==> config.mk <==
export PLATFORM = sky130hd
export DESIGN_NAME = packet_route_demux
export DESIGN_NICKNAME = d
export VERILOG_FILES = /design/src/rtl/packet_route_pkg.sv /design/src/rtl/stream_out_reg.sv /design/src/rtl/packet_route_demux.sv
export SDC_FILE = /design/constraint.sdc
export NUM_CORES = 1
export LEC_CHECK = 0
export ABC_AREA = 1
export CORE_MARGIN = 5
export CORE_UTILIZATION = 41
export DETAILED_ROUTE_END_ITERATION = 6
export GPL_ROUTABILITY_DRIVEN = 0
export PLACE_DENSITY = 0.78
export SYNTH_ARGS = -nofsm -noshare
export SYNTH_HDL_FRONTEND = slang
export SYNTH_HIERARCHICAL = 1
export SYNTH_SLANG_ARGS = --single-unit
==> constraint.sdc <==
create_clock -name clk_i -period 2.2 [get_ports clk_i]
set_clock_uncertainty 0.05 [all_clocks]
set_input_delay 0.33 -clock clk_i [delete_from_list [all_inputs] [get_ports clk_i]]
set_output_delay 0.33 -clock clk_i [all_outputs]
set_load 0.02 [all_outputs]
==> src/rtl/packet_route_pkg.sv <==
// rtl/packet_route_pkg.sv - shared types and helpers for the packet route demux
package packet_route_pkg;

    // One-hot FSM encoding; the held destination lives outside the state.
    typedef enum logic [2:0] {
        IDLE  = 3'b001,
        ROUTE = 3'b010,
        DROP  = 3'b100
    } state_e;

    // True when a destination index addresses an existing output port.
    function automatic logic sel_in_range(input logic [31:0] sel, input int unsigned n);
        return sel < n;
    endfunction

endpackage

==> src/rtl/stream_out_reg.sv <==
// rtl/stream_out_reg.sv - one-entry output holding register with pass-through load and flush
module stream_out_reg #(
    parameter type         DataType = logic,
    parameter int unsigned SelW     = 2
) (
    input  logic            clk_i,
    input  logic            rst_ni,
    input  logic            flush_i,
    input  logic            load_i,
    input  logic [SelW-1:0] load_sel_i,
    input  DataType         load_data_i,
    input  logic            drain_i,
    output logic            vld_o,
    output logic [SelW-1:0] sel_o,
    output DataType         data_o,
    output logic            free_o
);

    logic            vld_q, vld_d;
    logic [SelW-1:0] sel_q, sel_d;
    DataType         data_q, data_d;

    // drain_i is the ready of the port currently addressed by sel_q.
    assign free_o = !vld_q || drain_i;
    assign vld_o  = vld_q;
    assign sel_o  = sel_q;
    assign data_o = data_q;

    // Next entry: flush empties, a load replaces (possibly while draining), a lone drain empties.
    always_comb begin
        vld_d  = vld_q;
        sel_d  = sel_q;
        data_d = data_q;
        if (flush_i) begin
            vld_d = 1'b0;
        end else if (load_i) begin
            vld_d  = 1'b1;
            sel_d  = load_sel_i;
            data_d = load_data_i;
        end else if (vld_q && drain_i) begin
            vld_d = 1'b0;
        end
    end

    // Entry registers.
    always_ff @(posedge clk_i or negedge rst_ni) begin
        if (!rst_ni) begin
            vld_q  <= 1'b0;
            sel_q  <= '0;
            data_q <= '0;
        end else begin
            vld_q  <= vld_d;
            sel_q  <= sel_d;
            data_q <= data_d;
        end
    end

endmodule

==> src/rtl/packet_route_demux.sv <==
// rtl/packet_route_demux.sv - packet-locked 1-to-NumOut stream demultiplexer
module packet_route_demux
    import packet_route_pkg::*;
#(
    parameter int unsigned NumOut   = 4,
    parameter type         DataType = logic,
    localparam int unsigned SelW    = $clog2(NumOut)
) (
    input  logic                   clk_i,
    input  logic                   rst_ni,
    input  logic                   flush_i,
    input  logic                   req_i,
    input  DataType                data_i,
    input  logic [SelW-1:0]        sel_i,
    input  logic                   last_i,
    output logic                   gnt_o,
    output logic [NumOut-1:0]      req_o,
    output DataType [NumOut-1:0]   data_o,
    input  logic [NumOut-1:0]      gnt_i,
    output logic                   busy_o,
    output logic                   err_o
);

    state_e          state_q, state_d;
    logic [SelW-1:0] lock_sel_q, lock_sel_d;
    logic            err_q, err_d;

    logic            load;
    logic [SelW-1:0] load_sel;
    logic            out_vld;
    logic [SelW-1:0] out_sel;
    DataType         out_data;
    logic            out_ready;
    logic            slot_free;
    logic            xfer;

    stream_out_reg #(
        .DataType (DataType),
        .SelW     (SelW)
    ) u_out_reg (
        .clk_i       (clk_i),
        .rst_ni      (rst_ni),
        .flush_i     (flush_i),
        .load_i      (load),
        .load_sel_i  (load_sel),
        .load_data_i (data_i),
        .drain_i     (out_ready),
        .vld_o       (out_vld),
        .sel_o       (out_sel),
        .data_o      (out_data),
        .free_o      (slot_free)
    );

    // Ready of the port the held beat is addressed to.
    always_comb begin
        out_ready = 1'b0;
        for (int unsigned j = 0; j < NumOut; j++) begin
            if (32'(out_sel) == j) begin
                out_ready = gnt_i[j];
            end
        end
    end

    // DROP sinks beats regardless of the output slot; otherwise wait for a free slot.
    assign gnt_o  = !flush_i && ((state_q == DROP) || slot_free);
    assign xfer   = req_i && gnt_o;
    assign busy_o = (state_q != IDLE) || out_vld;
    assign err_o  = err_q;

    // Packet FSM: sample the destination on the first beat, hold it until last is accepted.
    always_comb begin
        state_d    = state_q;
        lock_sel_d = lock_sel_q;
        err_d      = 1'b0;
        load       = 1'b0;
        load_sel   = sel_i;
        if (flush_i) begin
            state_d = IDLE;
        end else if (xfer) begin
            case (state_q)
                IDLE: begin
                    if (sel_in_range(32'(sel_i), NumOut)) begin
                        load = 1'b1;
                        if (!last_i) begin
                            lock_sel_d = sel_i;
                            state_d    = ROUTE;
                        end
                    end else begin
                        err_d = 1'b1;
                        if (!last_i) begin
                            state_d = DROP;
                        end
                    end
                end
                ROUTE: begin
                    load     = 1'b1;
                    load_sel = lock_sel_q;
                    if (last_i) begin
                        state_d = IDLE;
                    end
                end
                DROP: begin
                    if (last_i) begin
                        state_d = IDLE;
                    end
                end
                default: state_d = IDLE;
            endcase
        end
    end

    // FSM, destination lock and error pulse registers.
    always_ff @(posedge clk_i or negedge rst_ni) begin
        if (!rst_ni) begin
            state_q    <= IDLE;
            lock_sel_q <= '0;
            err_q      <= 1'b0;
        end else begin
            state_q    <= state_d;
            lock_sel_q <= lock_sel_d;
            err_q      <= err_d;
        end
    end

    // Per-port decode: only the addressed port sees valid and payload.
    always_comb begin
        req_o  = '0;
        data_o = '0;
        for (int unsigned j = 0; j < NumOut; j++) begin
            if (32'(out_sel) == j) begin
                req_o[j]  = out_vld;
                data_o[j] = out_data;
            end
        end
    end

endmodule

After elaboration in Yosys (flattened, before gate mapping)

Index checks and enable logic that the tools add are counted.
W data, S select, Z words.

Bits in registers: 9
Latch bits: 0
Memory bits (writable): 0
ROM bits: 0
Input bits: 12
Output and inout port bits: 11
Logic and storage cells: 57
Memories: 0

Add/sub/neg operators: 0
$mul: 0
Divide/modulo/power cells: 0
Magnitude comparators: 0
Eq/ne operators: 9
Shift operators: 0
Muxes and demuxes: 25
Bitwise logic cells: 2
Reductions and logical operators: 16

Operators by type and width:

| operator             | number |
|---|---|
| $mux W1              | 18 |
| $mux W3              | 4 |
| $ne A3 B1 Y1 const B | 2 |
| $pmux W3 S2          | 1 |
| $eq A2 B2 Y1 const B | 2 |
| $mux W2              | 2 |
| $reduce_and A4 Y1    | 1 |
| $reduce_or A2 Y1     | 2 |
| $eq A3 B1 Y1 const B | 1 |
| $eq A3 B2 Y1 const B | 1 |
| $eq A3 B3 Y1 const B | 1 |
| $logic_and A1 B1 Y1  | 3 |
| $logic_or A1 B1 Y1   | 3 |
| $ne A3 B3 Y1 const B | 1 |
| $reduce_and A3 Y1    | 1 |
| $reduce_bool A3 Y1   | 1 |
| $eq A2 B1 Y1 const B | 1 |
| $logic_not A1 Y1     | 2 |
| $logic_not A2 Y1     | 1 |
| $not A1 Y1           | 2 |
| $reduce_and A2 Y1    | 1 |
| $reduce_bool A2 Y1   | 1 |

Longest topological paths before layout

Gate-level depths: netlist (run 1).

Depth in word-level cells: 13
Depth in mapped cells: 13
Depth with buffers taken out: 13

Modules after synthesis

Netlist (run 1), hierarchy kept.

By module, submodules not included:

| module             | times used | cells an instance | area an instance (um^2) | seq. area each (um^2) |
|---|---|---|---|---|
| packet_route_demux | 1          | 66                | 409.1                   | 101.3 |
| stream_out_reg     | 1          | 19                | 163.9                   | 100.1 |

Worst setup path before layout (run 1)

Ideal clock, no wire load.

Path type: register -> register
Start: register u_out_reg.sel_q[0] (netlist: u_out_reg/sel_o[0])
End: register u_out_reg.sel_q[0] (netlist: u_out_reg/sel_o[0])
Setup time: 0.117 ns
Arrival: 1.589 ns
Data required time: 2.033 ns
Setup slack: 0.444 ns
Stages on the path, launching flop included: 13
Path buffers: 0
Clock period less this slack: 1.756 ns
Path through: dfrtp_1 > nor2_1 > nand2_1 > a31oi_1 > inv_1 > nand2_1 > inv_1 > nor2_4 > nand2_4 > nor2_1 > nand2_2 > nand2_1 > nand2_1

Cells in the longest elaborated chain, start to end: 12
Elaborated cells on any way between the ends: 16
Those cells by class: 3 x eq/ne; 7 x mux; 6 x reduce/logical

RTL lines:

| element                       | RTL line                 | text |
|---|---|---|
| start: declaration            | stream_out_reg.sv:20     | `logic [SelW-1:0] sel_q, sel_d;` |
| start signal: assignment      | stream_out_reg.sv:53     | `sel_q <= sel_d;` |
| $logic_not A2 Y1              | packet_route_demux.sv:58 | `if (32'(out_sel) == j) begin` |
| $mux W1 (3 in series)         | packet_route_demux.sv:58 |  |
| $mux W1 *                     | packet_route_demux.sv:58 |  |
| via out_ready                 | packet_route_demux.sv:33 | `logic out_ready;` |
| $logic_or A1 B1 Y1 *          | stream_out_reg.sv:24     | `assign free_o = !vld_q \|\| drain_i;` |
| via slot_free                 | packet_route_demux.sv:34 | `logic slot_free;` |
| $logic_or A1 B1 Y1 *          | packet_route_demux.sv:65 | `assign gnt_o = !flush_i && ((state_q == DROP) \|\| slot_free);` |
| $logic_and A1 B1 Y1 *         | packet_route_demux.sv:65 |  |
| via gnt_o                     | packet_route_demux.sv:16 | `output logic gnt_o,` |
| $logic_and A1 B1 Y1 *         | packet_route_demux.sv:66 | `assign xfer = req_i && gnt_o;` |
| $mux W1 *                     | packet_route_demux.sv:79 | `end else if (xfer) begin` |
| $mux W1 *                     | packet_route_demux.sv:77 | `if (flush_i) begin` |
| via load                      | packet_route_demux.sv:28 | `logic load;` |
| $reduce_and A2 Y1 (no line) * | --                       |  |

The timed path passes the listed nets; every way through them passes the cells marked *.
A chain may end at the register's enable or synchronous reset.

Worst setup path after layout (run 1)

Start: register u_out_reg.sel_q[0] (netlist: u_out_reg/sel_o[0])
End: output port req_o[2]

Cells in the longest elaborated chain, start to end: 2

RTL lines:

| element          | RTL line                  | text |
|---|---|---|
| $eq A2 B2 Y1     | packet_route_demux.sv:130 | `if (32'(out_sel) == j) begin` |
| $mux W1          | packet_route_demux.sv:130 |  |
| end: declaration | packet_route_demux.sv:17  | `output logic [NumOut-1:0] req_o,` |

Every way passes these cells.

==> qor.txt, run 1 <==
status = completed
critical path's top delay family = buffers and inverters
Pwr Density = 1015 nW/um^2
MaxCap Viol Count = 0
first-pass iteration count of the detailed router = 3
P&R area growth vs syn = 47.60%
largest net degree at the start of global routing = 9
Die ar. = 2245 um^2
Data arrival, critical path = 1.72 ns
die width = 47.39 um
final setup TNS = 0 ns
Distinct cells, synth = 21
Max Root-Sink Buffers = 2
WHS = 0.2841 ns
Slew Limit Fails = 0
critical path endpoint category = primary output
Floorplan Core Area = 1318 um^2
CTS sink cnt = 8
Final Hold Fails = 0
cell area after synthesis = 573.1 um^2
crit-path max FO = 7
CTS root buffer = clkbuf_4
Starting DRT DRC Count = 2
CTS Buf Count = 3
critical path's largest stage delay = 0.61 ns
IO Count = 23
DRT Wirelength = 1.296 mm
row cnt = 13
Residual DRC = 0
Yosys warning total = 6
Worst-path clk slew = 0.06 ns
area of the multi-input gates = 319.1 um^2
Post-DRT Antenna Nets = 0
fin nets = 128
FF+latch count, synth = 8
RSZ-0062 raised after global routing = no
first-pass GRT wire length = 2.166 mm
sequential element share of the synthesized area = 35.15%
DR vias = 606
global route overflow = 0
Fmax = 475.2 MHz
Vias per Instance = 4.734
placed instance count = 124
initial antenna violation count = 0
Initial Utilization = 43.49%
H-tree depth = 1
Die H = 47.39 um
Pwr Total = 0.0008581 W
WP buf/inv = 1
vias in the first global route = 538
CTS tree = built
Inserted Diodes = 0
worst min path class = in -> async
Fillers = 113
Syn Nets = 99
Req. time, crit path = 1.82 ns
GRT Util Overall = 14.24%
DP Area = 824.5 um^2
maximum VDD drop = 623.5 uV
DP HPWL = 1.090 mm
crit-path cells = or2_2, nor2_1, clkdlybuf4s50_1
LEAKAGE = 0.4236 nW
clk_lat worst skew = 0.27 ns
CP startpoint kind = register
Cells after Synth = 85
Setup violations, final = 0
sequential cell area = 201.4 um^2
share of post-route cells with drive strength above 1 = 16.81%
final cell count without fillers = 128
Mapped Avg Cell Area = 6.742 um^2
CP Class = reg -> out
Tmin final = 2.104 ns
DR WL/cell = 10.13 um
# port buffers = 21
final instance area = 845.8 um^2
fraction of the cycle the final worst path needs = 95.66%
slowest cell on the critical path = clkdlybuf4s50_1
==> final timing paths <==
path	startpoint	endpoint	slack, ns	cells past startpoint
setup reg to reg	u_out_reg/sel_o[0]$_DFFE_PN0P_	u_out_reg/sel_o[1]$_DFFE_PN0P_	0.35	13
hold / removal	rst_ni	lock_sel_q[1]$_DFFE_PN0P_	0.28	1
setup / recovery	u_out_reg/sel_o[0]$_DFFE_PN0P_	req_o[2]	0.1	3
min in group clk_i	state_q[0]$_DFFE_PN1P_	state_q[0]$_DFFE_PN1P_	0.43	2
max in group asynchronous	rst_ni	state_q[0]$_DFFE_PN1P_	1.51	1
hold reg to reg	state_q[0]$_DFFE_PN1P_	state_q[0]$_DFFE_PN1P_	0.43	2
==> cell families (layout without fill, tap and decap cells) <==
logic type	after synthesis	in the layout	synth area share (%)
buffers and inverters	13	41	9.170
AND/OR/NAND/NOR	54	54	43.89
AO/OA/AOI/OAI	7	7	6.769
other	1	1	0.6544
flip-flops	8	8	35.15
adder cells (fa/ha/maj)	2	2	4.366
==> placed cells by master, fill, tap and decap left out <==
master and instances:
or2_2 1, nand2_1 26, inv_2 1, nand3_1 6, ha_1 2, nor2_4 1
clkbuf_4 3, buf_4 4, clkdlybuf4s50_1 20, nand4_1 2, nand3_2 1, o21ai_0 1
clkbuf_1 1, clkbuf_2 1, a21o_1 1, nand2_4 1, dfstp_2 1, dfrtp_1 7
inv_1 11, nor2_1 11, o21ai_1 4, nor2_2 3, a31oi_1 1, conb_1 1
nand2_2 2
==> where the power goes <==
part	switching, W	total, W	internal (W)
Clock	0.0000606	0.000131	0.0000700
Combinational	0.000257	0.000459	0.000202
Sequential	0.0000514	0.000268	0.000217
Total	0.000369	0.000858	0.000489
==> cell usage after synthesis <==
cell type / instances / area, um^2
conb_1: 1 / 3.750
nor2_1: 11 / 41.29
buf_4: 1 / 7.510
dfrtp_1: 7 / 175.2
nand3_2: 1 / 10.01
nand2_4: 1 / 11.26
or2_2: 1 / 6.260
o21ai_1: 4 / 20.02
inv_2: 1 / 3.750
dfstp_2: 1 / 26.28
nand3_1: 6 / 30.03
o21ai_0: 1 / 5.000
nor2_2: 3 / 18.77
nand2_1: 26 / 97.59
ha_1: 2 / 25.02
nand4_1: 2 / 12.51
nor2_4: 1 / 11.26
a31oi_1: 1 / 6.260
nand2_2: 2 / 12.51
a21o_1: 1 / 7.510
inv_1: 11 / 41.29
==> timing repair <==
action,4_1_cts,5_1_grt
buffers inserted,0,0
endpoints found under the setup margin,1,1
resized for setup,1,2
endpoints found under the hold margin,0,0
pin swaps,0,0
hold buffers,0,0
==> cell type report <==
cell class	instances	share of cell area, %
multi-input combinational	64	37.72
timing repair buffer	25	27.81
clock buffer	4	3.107
tap	15	2.219
inverter	12	5.325
sequential	8	23.82
==> sequential cells by signal, summed over array words and instances (netlist names) <==
register and flops:
u_out_reg/vld_o 1, state_q 2, lock_sel_q 2, u_out_reg/sel_o 2, u_out_reg/data_o 1
==> metrics by stage <==
| stage | utilization (%) | worst slack [ns] |
|---|---|---|
| floorplan | - | 0.4438 |
| global placement | 62.58 | -0.09941 |
| detailed placement | 62.58 | -0.1303 |
| CTS | 64.48 | 0.08463 |
| global route | 64.20 | 0.001130 |
| finish | 64.20 | 0.09556 |
==> metal layers <==
metal,routed length [um],vias to the layer above,track usage (%)
met5,0,-,0
met4,34,0,9.945
met3,104,5,3.831
met2,643,18,24.60
met1,513,266,14.69
li1,-,317,-
No activity file was read; power rests on OpenSTA's default activity.
==> inputs of run 2 (changes only) <==
- TNS_END_PERCENT: default -> 5
==> results of run 2 <==
Same layout as run 1: the final DEF is identical, and so are final timing and power.
==> inputs of run 3 (changes only) <==
- CORE_AREA: default -> 5 5 42 44
- CORE_MARGIN: 5 -> default
- CORE_UTILIZATION: 41 -> default
- DIE_AREA: default -> 0 0 47 49
- DONT_BUFFER_PORTS: default -> 1
- PLACE_DENSITY: 0.78 -> 0.6
==> run 3 against run 2 <==
Fmax up 8.7%. Global-route usage down 3.1 points. Largest cell class unchanged. Highest routed layer unchanged. Clock power down 9%. Critical path depth up 9. Via count down 12%. Count of clock-buffer cells in the layout unchanged. Sequential cell count unchanged. Final cell count down 18%. Wire length down 12%. Register-to-register slack worse by 0.09 ns.
==> qor.txt, run 3 (same netlist as run 1, synthesis figures left out) <==
RSZ-0062 raised after global routing = no
fraction of power consumed by combinational cells = 47.3% (-6.2 points)
commonest non-fill, non-tap cell in the layout = nand2_1
DR vias = 533 (-12%)
Pwr Density = 1177 nW/um^2 (+16%)
worst slack, placed = 0.2580 ns (+0.3883 ns)
P&R area growth vs syn = 8.515%
CTS tree = built
LEAKAGE = 0.3298 nW (-22%)
Final Hold Fails = 0 (unchanged)
DR WL/cell = 10.83 um (+6.9%)
CP startpoint kind = register
Sw Pwr = 0.0003412 W (-7.4%)
Tmin final = 1.935 ns (-0.1691 ns)
Starting DRT DRC Count = 9 (+7)
Fmax = 516.7 MHz (+8.7%)
CTS Buf Count = 3 (unchanged)
H-tree depth = 1 (unchanged)
Slew Limit Fails = 0 (unchanged)
Pwr Total = 0.0007320 W (-15%)
Initial Utilization = 40.89% (-2.6 points)
Data arrival, critical path = 2.03 ns (+0.31 ns)
MaxCap Viol Count = 0 (unchanged)
largest net degree at the start of global routing = 9 (unchanged)
Sequential Power Share = 36.4% (+5.1 points)
Fillers = 156 (+38%)
Max Root-Sink Buffers = 2 (unchanged)
initial antenna violation count = 0 (unchanged)
CTS root buffer = clkbuf_4
maximum VDD drop = 500.2 uV (-20%)
row cnt = 14 (+1)
Req. time, crit path = 2.29 ns (+0.47 ns)
DRT Wirelength = 1.137 mm (-12%)
critical path endpoint category = register
crit-path max FO = 7 (unchanged)
GRT Util Overall = 11.13% (-3.1 points)
WHS = 0.1439 ns (-0.1402 ns)
CTS sink cnt = 8 (unchanged)
Die H = 49 um (+3.4%)
final setup TNS = 0 ns (unchanged)
Vias per Instance = 5.076 (+7.2%)
fin nets = 104 (-19%)
worst min path class = in -> reg
Post-DRT Antenna Nets = 0 (unchanged)
global route overflow = 0 (unchanged)
placed instance count = 100 (-19%)
Residual DRC = 0 (unchanged)
Inserted Diodes = 0 (unchanged)
Setup violations, final = 0 (unchanged)
first-pass GRT wire length = 1.787 mm (-17%)
Floorplan Core Area = 1401 um^2 (+6.4%)
area of the multi-input gates = 319.1 um^2 (unchanged)
DP HPWL = 966.9 um (-11%)
setup ws final = 0.2647 ns (+0.1691 ns)
clock power share = 16.3% (+1.1 points)
IO Count = 23 (unchanged)
Worst-path clk slew = 0.06 ns (about the same)
Die ar. = 2303 um^2 (+2.6%)
fraction of the cycle the final worst path needs = 87.97% (-7.7 points)
sequential cell area = 201.4 um^2 (unchanged)
share of post-route cells with drive strength above 1 = 15.73% (-1.1 points)
first-pass iteration count of the detailed router = 3 (unchanged)
final cell count without fillers = 105 (-18%)
CP Class = reg -> reg
Sw Ratio = 46.62% (+3.7 points)
post-CTS sizing = 0 (-1)
vias in the first global route = 444 (-17%)
status = completed
# port buffers = 0 (-100%)
die width = 47 um (-0.81%)
commonest cells after routing, fill and taps aside = 26 x nand2_1, 11 x inv_1, 11 x nor2_1
Int Pwr = 0.0003908 W (-20%)
clk_lat worst skew = 0.25 ns (-0.02 ns)
[run 3: cell count changes in the layout (fill, tap and decap cells not counted), sizes merged]
cell / delta
clkdlybuf4s50: -20
dlygate4sd3: +1
clkbuf: -1
buf: -4
[run 3: per-stage QoR]
| stage | area [um^2] | util, % |
|---|---|---|
| 3_3_place_gp | 585.6 | 41.79 |
| 6_report | 621.8 | 44.38 |
| 2_1_floorplan | 573.1 | - |
| 3_5_place_dp | 585.6 | 41.79 |
| 5_1_grt | 621.8 | 44.38 |
| 4_1_cts | 621.8 | 44.38 |
[run 3: layer usage]
metal	GRT usage, %	share of wire, %
met2	14.25	38
met1	13.23	45
met3	4.797	13
met5	0	0
met4	10.14	2.9
[run 3: worst paths after layout]
kind / start / slack [ns] / depth (start not counted) / to
setup / recovery: u_out_reg/sel_o[1]$_DFFE_PN0P_ / 0.26 / 12 / u_out_reg/data_o$_DFFE_PN0P_
hold / removal: sel_i[0] / 0.14 / 2 / lock_sel_q[0]$_DFFE_PN0P_
setup reg to reg: u_out_reg/sel_o[1]$_DFFE_PN0P_ / 0.26 / 12 / u_out_reg/data_o$_DFFE_PN0P_
hold reg to reg: u_out_reg/data_o$_DFFE_PN0P_ / 0.43 / 2 / u_out_reg/data_o$_DFFE_PN0P_
max in group asynchronous: rst_ni / 1.42 / 1 / state_q[0]$_DFFE_PN1P_
min in group asynchronous: rst_ni / 0.37 / 1 / u_out_reg/sel_o[0]$_DFFE_PN0P_
[run 3: timing repair]
item,4_1_cts,5_1_grt
hold endpoints to repair,8,0
hold buffers,1,0
setup endpoints to repair,0,0
buffers inserted,0,0
[run 3: cell type report]
cell class                      count  area share [%]
Clock buffer                        4           4.225
Sequential cell                     8           32.39
Multi-Input combinational cell     64           51.31
Tap cell                           16           3.219
Inverter                           12           7.243
Timing Repair Buffer                1           1.610
[run 3: power by group through the flow]
stage / clock network (W) / registers, W / logic, W
after detailed placement: 0 / 0.000270 / 0.000346
after CTS: 0.000128 / 0.000267 / 0.000351
after global placement: 0 / 0.000266 / 0.000337
after floorplan: 0 / 0.000259 / 0.000298
final: 0.000119 / 0.000267 / 0.000346
after global routing: 0.000135 / 0.000279 / 0.000394
[run 3: critical path, cell delays in order (launching register included)]
cell     delay (ns)
dfrtp_1        0.42
nor2_1         0.15
nand2_1        0.07
a31oi_1        0.16
inv_1          0.07
nand2_1        0.08
inv_1          0.07
nor2_4         0.18
nand2_4        0.11
nor2_1         0.24
nand2_2        0.12
nand2_1        0.07
nand2_1        0.05
